===== src/rtl/bcd_ctrl_pkg.sv =====
// Shared types and constants for the 3-digit BCD counter controller.
package bcd_ctrl_pkg;

  typedef enum logic [1:0] {
    IDLE,
    RUN,
    PAUSE,
    DONE
  } ctrl_state_t;

  typedef logic [11:0] bcd3_t;

  localparam bcd3_t BCD_MAX = 12'h999;

  // A target with any digit above 9 can never match a live BCD count.
  function automatic logic is_bcd3(input bcd3_t value);
    return (value[3:0] <= BCD_MAX[3:0]) &&
           (value[7:4] <= BCD_MAX[7:4]) &&
           (value[11:8] <= BCD_MAX[11:8]);
  endfunction

endpackage


===== src/rtl/tick_prescaler.sv =====
// Free-running modulo-PRESCALE counter; tick marks the last cycle of each period.
module tick_prescaler #(
  parameter int PRESCALE = 1000
) (
  input  logic clk,
  input  logic rst_n,
  input  logic run,
  input  logic restart,
  output logic tick
);

  localparam int CW = (PRESCALE > 1) ? $clog2(PRESCALE) : 1;
  localparam logic [CW-1:0] LAST = CW'(PRESCALE - 1);

  logic [CW-1:0] cnt;

  assign tick = (cnt == LAST);

  // NOTE: sequential state uses non-blocking assignments so every flop samples pre-edge values.
  always_ff @(posedge clk or negedge rst_n) begin
    if (!rst_n) begin
      cnt <= '0;
    end else if (restart) begin
      cnt <= '0;
    end else if (run) begin
      cnt <= tick ? '0 : cnt + 1'b1;
    end
  end

endmodule


===== src/rtl/bcd_counter_ctrl.sv =====
// Run/pause/clear sequencer for a 3-digit BCD counter chain with target stop and lap capture.
// Build option: define AUTO_RELOAD_EN to restart from 000 on a hit instead of stopping in DONE.
module bcd_counter_ctrl
  import bcd_ctrl_pkg::*;
#(
  parameter int PRESCALE = 1000
) (
  input  logic        Clock,
  input  logic        nReset,
  input  logic        Start,
  input  logic        Stop,
  input  logic        Clear,
  input  logic        Lap,
  input  logic [11:0] Target,
  input  logic [3:0]  Co1,
  input  logic [3:0]  Co10,
  input  logic [3:0]  Co100,
  output logic        CntEn,
  output logic        CntClr,
  output logic        Done,
  output logic        Running,
  output logic [11:0] LapValue,
  output logic        LapValid
);

  ctrl_state_t state;
  bcd3_t       live;
  logic        in_run;
  logic        hit;
  logic        reload;
  logic        pre_run;
  logic        tick;

  assign live   = {Co100, Co10, Co1};
  assign in_run = (state == RUN);
  assign hit    = in_run && is_bcd3(Target) && (live == Target);

`ifdef AUTO_RELOAD_EN
  // Target 000 would re-hit immediately after the clear, so it stops in DONE instead.
  assign reload = hit && (Target != '0) && !Stop && !Clear;
`else
  assign reload = 1'b0;
`endif

  // The prescaler also holds in the Stop cycle so a resume continues the exact phase.
  assign pre_run = in_run && !hit && !Stop && !Clear;

  tick_prescaler #(
    .PRESCALE (PRESCALE)
  ) u_prescaler (
    .clk     (Clock),
    .rst_n   (nReset),
    .run     (pre_run),
    .restart (Clear || reload),
    .tick    (tick)
  );

  assign CntEn   = tick && pre_run;
  assign CntClr  = Clear || reload;
  assign Done    = (state == DONE) || reload;
  assign Running = in_run;

  always_ff @(posedge Clock or negedge nReset) begin
    if (!nReset) begin
      state <= IDLE;
    end else if (Clear) begin
      state <= IDLE;
    end else if (Stop) begin
      if (state == RUN) state <= PAUSE;
    end else begin
      case (state)
        IDLE, PAUSE: if (Start) state <= RUN;
        RUN:         if (hit && !reload) state <= DONE;
        default:     state <= state;
      endcase
    end
  end

  always_ff @(posedge Clock or negedge nReset) begin
    if (!nReset) begin
      LapValue <= '0;
      LapValid <= 1'b0;
    end else if (Clear) begin
      LapValue <= '0;
      LapValid <= 1'b0;
    end else if (Lap && (state == RUN || state == PAUSE)) begin
      LapValue <= live;
      LapValid <= 1'b1;
    end
  end

endmodule


===== config.mk =====
export PLATFORM = sky130hd
export DESIGN_NAME = bcd_counter_ctrl
export DESIGN_NICKNAME = d
export VERILOG_FILES = /design/src/rtl/bcd_ctrl_pkg.sv /design/src/rtl/tick_prescaler.sv /design/src/rtl/bcd_counter_ctrl.sv
export SDC_FILE = /design/constraint.sdc
export NUM_CORES = 1
export LEC_CHECK = 0
export ABC_AREA = 0
export CAP_MARGIN = 20
export CORE_MARGIN = 1.5
export CORE_UTILIZATION = 40
export DETAILED_ROUTE_END_ITERATION = 10
export MAX_ROUTING_LAYER = met4
export PLACE_DENSITY = 0.76
export SETUP_SLACK_MARGIN = 0.02
export SYNTH_ARGS = -nofsm -noshare
export SYNTH_HDL_FRONTEND = slang
export SYNTH_SLANG_ARGS = --single-unit

===== constraint.sdc =====
create_clock -name Clock -period 2.5 [get_ports Clock]
set_clock_uncertainty 0.05 [all_clocks]
set_input_delay 0.375 -clock Clock [delete_from_list [all_inputs] [get_ports Clock]]
set_output_delay 0.375 -clock Clock [all_outputs]
set_load 0.03 [all_outputs]

# Yosys cells after proc, flatten, opt, wreduce, memory -nomap -nowiden
# Cells that the tools add are included.
[classes]
n_eq_ne = 8
n_mux = 13
add_sub_neg = 1
magnitude_cmp = 3
n_reduce_logical = 19
[ops]
columns = ["op", "n"]
rows = [
  ["10-bit 2-to-1 mux", 3],
  ["12-bit 2-to-1 mux", 2],
  ["12-bit == test", 1],
  ["4-bit less-or-equal comparator (second input constant)", 3],
  ["10-bit by 1-bit adder with 10-bit output (second input constant)", 1],
  ["10-bit == test (second input constant)", 1],
  ["2-bit 2-to-1 mux", 5],
  ["1-bit logical AND", 9],
  ["2-bit == test (second input constant)", 2],
  ["4-bit by 3-bit inequality test with 1-bit output (second input constant)", 1],
  ["4-bit inequality test (second input constant)", 1],
  ["2-bit one-hot mux with 2 select lines", 1],
  ["4-bit AND reduction", 1],
  ["2-bit nonzero test", 2],
  ["1-bit logical NOT", 3],
  ["3-bit by 1-bit inequality test with 1-bit output (second input constant)", 1],
  ["3-bit nonzero test", 1],
  ["2-bit by 1-bit == test with 1-bit output (second input constant)", 1],
  ["2-bit logical NOT", 1],
  ["1-bit 2-to-1 mux", 2],
  ["2-bit OR reduction", 1],
  ["1-bit logical OR", 1],
]
[totals]
inputBits = 30
register_bits = 25

# Logic depth before layout (Yosys ltp)
# Gate-level depths: netlist of the first run.
[depth]
word_depth = 11
ltp_mapped = 7
ltp_nobuf = 7

# By module
# Synthesis of the first run repeated with hierarchy kept, for this count alone.
[hier_totals]
hier_cells = 158
hier_area_um2 = 1476.4
[modules_own_cells]
columns = ["mod", "seq_area_each_um2", "n_inst", "area_per_inst_um2", "cells_each"]
rows = [
  ["bcd_counter_ctrl", 375.4, 1, 902.1, 101],
  ["tick_prescaler", 250.2, 1, 574.3, 57],
]

# Least setup slack after synthesis of the first run
# No wires, ideal clock.
[synth_timing]
path_type = "reg-to-output"
startpoint = "register state[1]"
endpoint = "output port CntEn"
arrival_time_ns = 2.178
slack_ns = -0.103
stages_incl_launch_ff = 8
required_ns = 2.075
n_path_buf = 1
path_cell_list = "dfrtp_1 inv_1 ha_1 inv_1 nor2_1 nand2b_1 buf_4 nor3_1"
[synth_between]
elab_chain_len = 8
[synth_lines]
columns = ["element", "line_no", "source"]
rows = [
  ["from (decl)", "bcd_counter_ctrl.sv:26", "ctrl_state_t state;"],
  ["from (signal assigned)", "bcd_counter_ctrl.sv:74", "default: state <= state;"],
  ["2-bit by 1-bit == test with 1-bit output *", "bcd_counter_ctrl.sv:35", "assign in_run = (state == RUN);"],
  ["via Running", "bcd_counter_ctrl.sv:21", "output logic Running,"],
  ["1-bit logical AND (2 in series)", "bcd_counter_ctrl.sv:36", "assign hit = in_run && is_bcd3(Target) && (live == Target);"],
  ["1-bit logical NOT", "bcd_counter_ctrl.sv:46", "assign pre_run = in_run && !hit && !Stop && !Clear;"],
  ["1-bit logical AND * (3 in series)", "bcd_counter_ctrl.sv:46", ""],
  ["1-bit logical AND *", "bcd_counter_ctrl.sv:58", "assign CntEn = tick && pre_run;"],
  ["to (decl)", "bcd_counter_ctrl.sv:18", "output logic CntEn,"],
]
# Mark *: on every way through the listed nets, which the timed path passes. The rest lies on a longest branch.

# Worst setup path in the final report of the first run
[layout_timing]
startpoint = "input port Target[5]"
endpoint = "output port CntEn"
[layout_between]
elab_chain_len = 10
[layout_lines]
columns = ["element", "line_no", "source"]
rows = [
  ["from (decl)", "bcd_counter_ctrl.sv:14", "input logic [11:0] Target,"],
  ["4-bit less-or-equal comparator", "bcd_ctrl_pkg.sv:18", "(value[7:4] <= BCD_MAX[7:4]) &&"],
  ["1-bit logical AND", "bcd_ctrl_pkg.sv:17", "return (value[3:0] <= BCD_MAX[3:0]) &&"],
  ["1-bit logical AND", "bcd_ctrl_pkg.sv:18", ""],
  ["1-bit logical AND", "bcd_counter_ctrl.sv:36", ""],
  ["1-bit logical AND *", "bcd_counter_ctrl.sv:36", ""],
  ["1-bit logical NOT *", "bcd_counter_ctrl.sv:46", ""],
  ["1-bit logical AND * (3 in series)", "bcd_counter_ctrl.sv:46", ""],
  ["1-bit logical AND *", "bcd_counter_ctrl.sv:58", ""],
]
# Mark *: on every way between the ends. The rest lies on a longest branch, timed or not.

==> impl_results.md, run 1 <==
- Status: completed
- Clock Sinks: 25
- Period utilization: about 96%
- Total congestion overflow: 0
- Post-placement cell area: between 2000 and 2500 um2
- Yosys warning count: 0
- CP Cell Sequence: clkdlybuf4s50_1, buf_4, xnor2_2, nand4_1, nor4_4, nand2b_4, nor3_2, buf_4
- Post-route ant nets: 0
- Final hold vios: 0
- Root Driver: clkbuf_8
- PnR Total Power: 0.00111 W
- Req. time, crit path: between 2000 and 2500 ps
- Setup crit start kind: input pin
- Worst vdd ir: roughly 0.00041 V
- Number of setup violations in the final report: 0
- Max cap viols: 0
- Share of cells above drive strength 1: between 10% and 20%
- Most common cell in the netlist: nand2_1
- Die area: 4160 um2
- Site Rows: 22
- Dpl cells: ~270
- Slew @ Worst Pin: 540 ps
- Drt pass-1 iters: 4
- Fin area: roughly 2200 um2
- FF+latch count, synth: 25
- Synth top area share: 41.4%
- IO Port Bufs: 46
- Final worst-path setup slack: around 97 ps
- Number of global-route vias before repair: 1443
- RSZ-0062 raised after global routing: no
- Non-Filler Instances: 273
- CTS tree: yes
- Routed wire per std cell: approximately 14 um
- Most used cell, CP: buf_4
- Total number of vias: ~1500
- Final nets: between 200 and 300
- Register area share after synthesis: around two fifths
- Total track usage: between 20% and 30%
- Hold crit path type: input pin to async pin
- Critical path class: input pin to output pin
- Total core area: approximately 3600 um2
- Place WS: -321 ps
- Worst path max stage delay: between 400 and 500 ps
- Synth cell count leaders: nand2_1, dfrtp_1, a21oi_1
- Maximum clock path buffer count: 2
- Drt initial violations: 104
- IO Pins: between 40 and 50
- Mapped Area: around 1500 um2
- Post-synth top area cell: dfrtp_1
- Antenna Cells: 0
- Syn Inst Count: 169
- H-tree levels: 1
- Final Max Slew Viols: 0
- Total Wirelength: roughly 3900 um
- Worst skew pair latency: between 200 and 300 ps
- Die Y: about 64 um
- Initial Utilization: around two fifths
- Synth Area per Inst: ~9.0 um2
- GPL Wtd Cong: approximately 0.92
- Crit end category: output pin
- HPWL Detailed: between 2000 and 3000 um
- Fmax: approximately 420 MHz
- Via density per instance: around 5.3
- Slowest-stage cell, CP: clkdlybuf4s50_1
- Leak pwr: between 0.9 and 1 nW
- Power density over the cells: 510 nW/um2
- Ranking of synthesized cells by area: dfrtp_1, nand2_1, xnor2_1
- Ys async rst share: between 90% and 100%
- Pin count of the biggest net entering global routing: 36
- Top_reg_cell synth: dfrtp_1
- Area grow syn2layout: 43.9%
- First-pass GRT wire length: around 6500 um
- Initial antenna violation count: 0
- Number of synthesized flops with an enable pin: 0
- Slew Limit Headroom: ~64%
- Tmin final: approximately 2400 ps
- Crit path DAT: about 2000 ps
- Post-CTS Hold Buffers: 0
- Yosys cell types: 41
- # DRC: 0
- Synth Net Count: around 200
- Crit-path max FO: 2
- Setup slack, reg-to-reg: between 600 and 700 ps
- Die Span X: roughly 64 um
- CTS buffer count: 3
- Worst-path clk slew: about 100 ps
## path summary, 6_finish.rpt
path                            startpoint            endpoint  cells past startpoint
min in group Clock                LapValid            LapValid                      2
worst max register to register    state[1]  u_prescaler.cnt[4]                      8
max in group asynchronous           nReset  u_prescaler.cnt[1]                      2
worst max-delay path             Target[5]               CntEn                      8
worst min-delay path                nReset  u_prescaler.cnt[9]                      2
worst min register to register    LapValid            LapValid                      2
## area by class of cell
type / instances / area [um2]
Timing Repair Buffer: 60 / 566
Sequential cell: 25 / 626
Multi-Input combinational cell: 129 / 853
Clock inverter: 1 / 5.00
Tap cell: 48 / 60.1
Fill cell: 360 / 1460
Clock buffer: 3 / 41.3
Inverter: 7 / 26.3
## registers in the layout, indices dropped and copies added (netlist names)
| register | count |
|---|---|
| LapValid | 1 |
| u_prescaler.cnt | 10 |
| LapValue | 12 |
| state | 2 |
## where the power goes
| part | internal, W | switching [W] | total [W] |
|---|---|---|---|
| clock | 0.000112 | 0.000140 | 0.000252 |
| combinational | 0.000178 | 0.000219 | 0.000397 |
| sequential | 0.000437 | 0.0000240 | 0.000461 |
| total | 0.000727 | 0.000384 | 0.00111 |
## worst max-delay path: cells and delay by family
| kind | cells | cell delay (ps) |
|---|---|---|
| xor+xnor | 1 | 130 |
| buf+inv | 3 | 740 |
| simple gates | 4 | 730 |
## per-layer routing
metal	global-route usage, %	routed length, um	vias up
met1	25.9	1790	693
li1	-	-	710
met2	33.1	1860	45
met4	7.18	33	0
met5	-	0	-
met3	2.95	169	4
## through the flow
stage,util (%),hold slack (ps),setup TNS [ps]
2_1_floorplan,-,29.4,0
4_1_cts,59.4,417,0
3_3_place_gp,57.8,440,-312
5_1_grt,59.9,431,0
3_5_place_dp,57.8,443,-321
6_report,59.9,412,0
## kinds of logic (layout without fill, tap and decap cells)
family,Yosys count,after routing,share of synthesized area [%]
and+or+nand+nor,74,74,25.0
adders and majority gates,5,5,4.14
xor gates and xnor gates,9,9,5.21
buffers and inverters,15,71,4.47
muxes,3,3,2.40
AOI/OAI and AO/OA,38,38,17.5
DFF,25,25,41.4
## repair_timing
action,in CTS,in global routing
gates resized for setup,7,6
endpoints found under the setup margin,1,1
pin swaps,2,2
buffers inserted,0,0
hold endpoints to repair,0,0
## cells in the final DEF (no fill, tap or decap), types with 2 or more instances in the layout
cell type | netlist | layout
and3_1 | 4 | 4
nor2_1 | 11 | 11
a211oi_1 | 3 | 2
inv_1 | 7 | 7
clkdlybuf4s50_1 | 0 | 42
nand2b_1 | 3 | 2
nand3_1 | 5 | 5
a21oi_1 | 13 | 13
o21ai_0 | 9 | 9
o41ai_1 | 2 | 2
a221oi_2 | 2 | 2
buf_4 | 3 | 16
and3b_1 | 2 | 2
dfrtp_1 | 25 | 25
nand4_1 | 3 | 3
nor2b_1 | 5 | 5
xnor2_1 | 9 | 8
clkbuf_8 | 0 | 3
dlymetal6s2s_1 | 0 | 2
ha_1 | 5 | 5
o32ai_1 | 2 | 2
nand2_1 | 28 | 28
nor3_1 | 3 | 2
(Power assumes the default switching activity.)
==> inputs of run 2 (changes only) <==
Settings changed: CORE_UTILIZATION 40 to 46, PLACE_DENSITY 0.76 to 0.85.
==> run 2 against run 1 <==
  * Cell count is 4.0% lower
  * Clock power is 26% lower
  * Critical path depth is 1 lower
  * Routed wire length is 5.7% lower
  * Largest power group unchanged
  * Die area is 12% lower
==> impl_results.md, run 2 (synthesis results as in run 1) <==
- Status: completed
- CTS tree: yes
- Crit-path max FO: 3
- Tmin final: about 2400 ps
- Die area: between 3000 and 4000 um2
- R2r startpoint: state[1]
- Dpl cells: approximately 260
- Final hold slack: around 350 ps
- Filler cells: 257
- Total core area: 3080 um2
- Total number of vias: approximately 1400
- Period utilization: around 100%
- Critical path class: input pin to output pin
- Top reg by flops: LapValue
- Clock Sinks: 25
- Worst path max stage delay: 510 ps
- Routed wire per std cell: 13.9 um
- Fmax: 411 MHz
- Final nets: between 200 and 300
- Commonest non-fill, non-tap cell in the layout: clkdlybuf4s50_1
- Total track usage: 22.3%
- # DRC: 0
- RSZ-0062 raised after global routing: no
- Setup crit start kind: input pin
- Crit path max-delay family: simple AND/OR/NAND/NOR gates
- Largest regs: LapValue x12, u_prescaler.cnt x10, state x2
- Leak pwr: 0.838 nW
- Die Y: 60.3 um
- Post-route ant nets: 0
- Antenna Cells: 0
- IO Pins: 47
- Share of cells above drive strength 1: between 10% and 20%
- Maximum clock path buffer count: 2
- Slew Limit Headroom: 67.9%
- CTS buffer count: 3
- First-pass GRT wire length: ~6000 um
- Non-Filler Instances: between 200 and 300
- Max FFs per register: 12
- Site Rows: 20
- Crit path DAT: around 2000 ps
- Hold crit path type: input pin to async pin
- Root Driver: clkbuf_4
- GPL Wtd Cong: around 0.82
- Fin area: 2080 um2
- Req. time, crit path: 2080 ps
- Power density over the cells: 497 nW/um2
- CP Cell Sequence: clkdlybuf4s50_1, and4bb_2, o22ai_1, nor4_2, nand2b_4, nor3_2, buf_4
- Crit end category: output pin
- Final Max Slew Viols: 0
- Via density per instance: between 5 and 6
- Slew @ Worst Pin: 480 ps
- Worst vdd ir: about 0.00037 V
- Die Span X: slightly above 60 um
- Final core occ: approximately two thirds
- Slowest-stage cell, CP: clkdlybuf4s50_1
- H-tree levels: 1
- Drt pass-1 iters: 4
- Post-placement cell area: around 2000 um2
- IO Port Bufs: 46
- Final hold vios: 0
- Sum Neg Setup Slack: 0 ps
- Total congestion overflow: 0
- Drt initial violations: 68
- HPWL Detailed: roughly 2700 um
- Pin count of the biggest net entering global routing: 37
- Setup bufs post-CTS: 0
- Max cap viols: 0
- Total Wirelength: ~3600 um
- Number of global-route vias before repair: around 1300
- Number of setup violations in the final report: 0
- Worst-path clk slew: roughly 140 ps
- RR Endpoint: u_prescaler.cnt[4]
- Setup slack, reg-to-reg: between 500 and 600 ps
- Initial Utilization: about half
- CP bufs+invs: 2
- Worst R2R Path Depth: 8
- Area grow syn2layout: 37.7%
- Initial antenna violation count: 0
- Worst skew pair latency: 330 ps
- Commonest non-fill, non-tap cells in the layout: clkdlybuf4s50_1, nand2_1, dfrtp_1, a21oi_1, nor2_1
## run 2: worst register-to-register path, stage by stage, from the launching register on
cell     delay (ps)
dfrtp_1         440
inv_1           150
ha_2            280
inv_1            80
nor2_2          190
buf_4           170
nand2_1          60
nor2_2           90
mux2_4          300
## run 2: worst max-delay path by stage
stage / startpoint / endpoint / slack, ps / depth (start not counted)
2_1_floorplan: state[1] / CntEn / 150 / 7
3_3_place_gp: Target[2] / CntEn / 110 / 7
3_5_place_dp: Target[10] / u_prescaler.cnt[0] / 70 / 7
4_1_cts: Target[10] / CntEn / 60 / 7
5_1_grt: Target[2] / CntEn / 20 / 7
6_report: Co10[3] / CntEn / 70 / 7
## run 2: layer usage
metal	global-route usage [%]	part of all wire, %
met5	-	0
met1	28.0	46
met2	36.8	47
met4	7.30	1.6
met3	3.41	5.5
## run 2: timing repair
| item | in CTS | in global routing |
|---|---|---|
| resized for setup | 0 | 4 |
| hold buffers | 0 | 0 |
| setup endpoints to repair | 0 | 2 |
## run 2: stage by stage
stage               total power, W  setup WS [ps]
global route               0.00109           19.1
global placement          0.000843            113
floorplan                 0.000685            153
finish                     0.00103           69.8
detailed placement        0.000851           71.7
CTS                        0.00103           64.6
## run 2: cell type report
type / count / area (um2) / share of cell area, %
flip-flops and latches: 25 / 626 / 30.0
inverters: 7 / 26.3 / 1.26
well taps: 44 / 55.1 / 2.64
clock buffers: 4 / 26.3 / 1.26
repair buffers: 53 / 508 / 24.4
multi-input cells: 129 / 842 / 40.4
## run 2: power breakdown
| group | total, W | leakage [nW] | internal, W | switching, W |
|---|---|---|---|---|
| combinational | 0.000387 | 0.479 | 0.000171 | 0.000216 |
| sequential | 0.000461 | 0.344 | 0.000437 | 0.0000238 |
| clock | 0.000187 | 0.0150 | 0.0000625 | 0.000124 |
| total | 0.00103 | 0.838 | 0.000671 | 0.000364 |
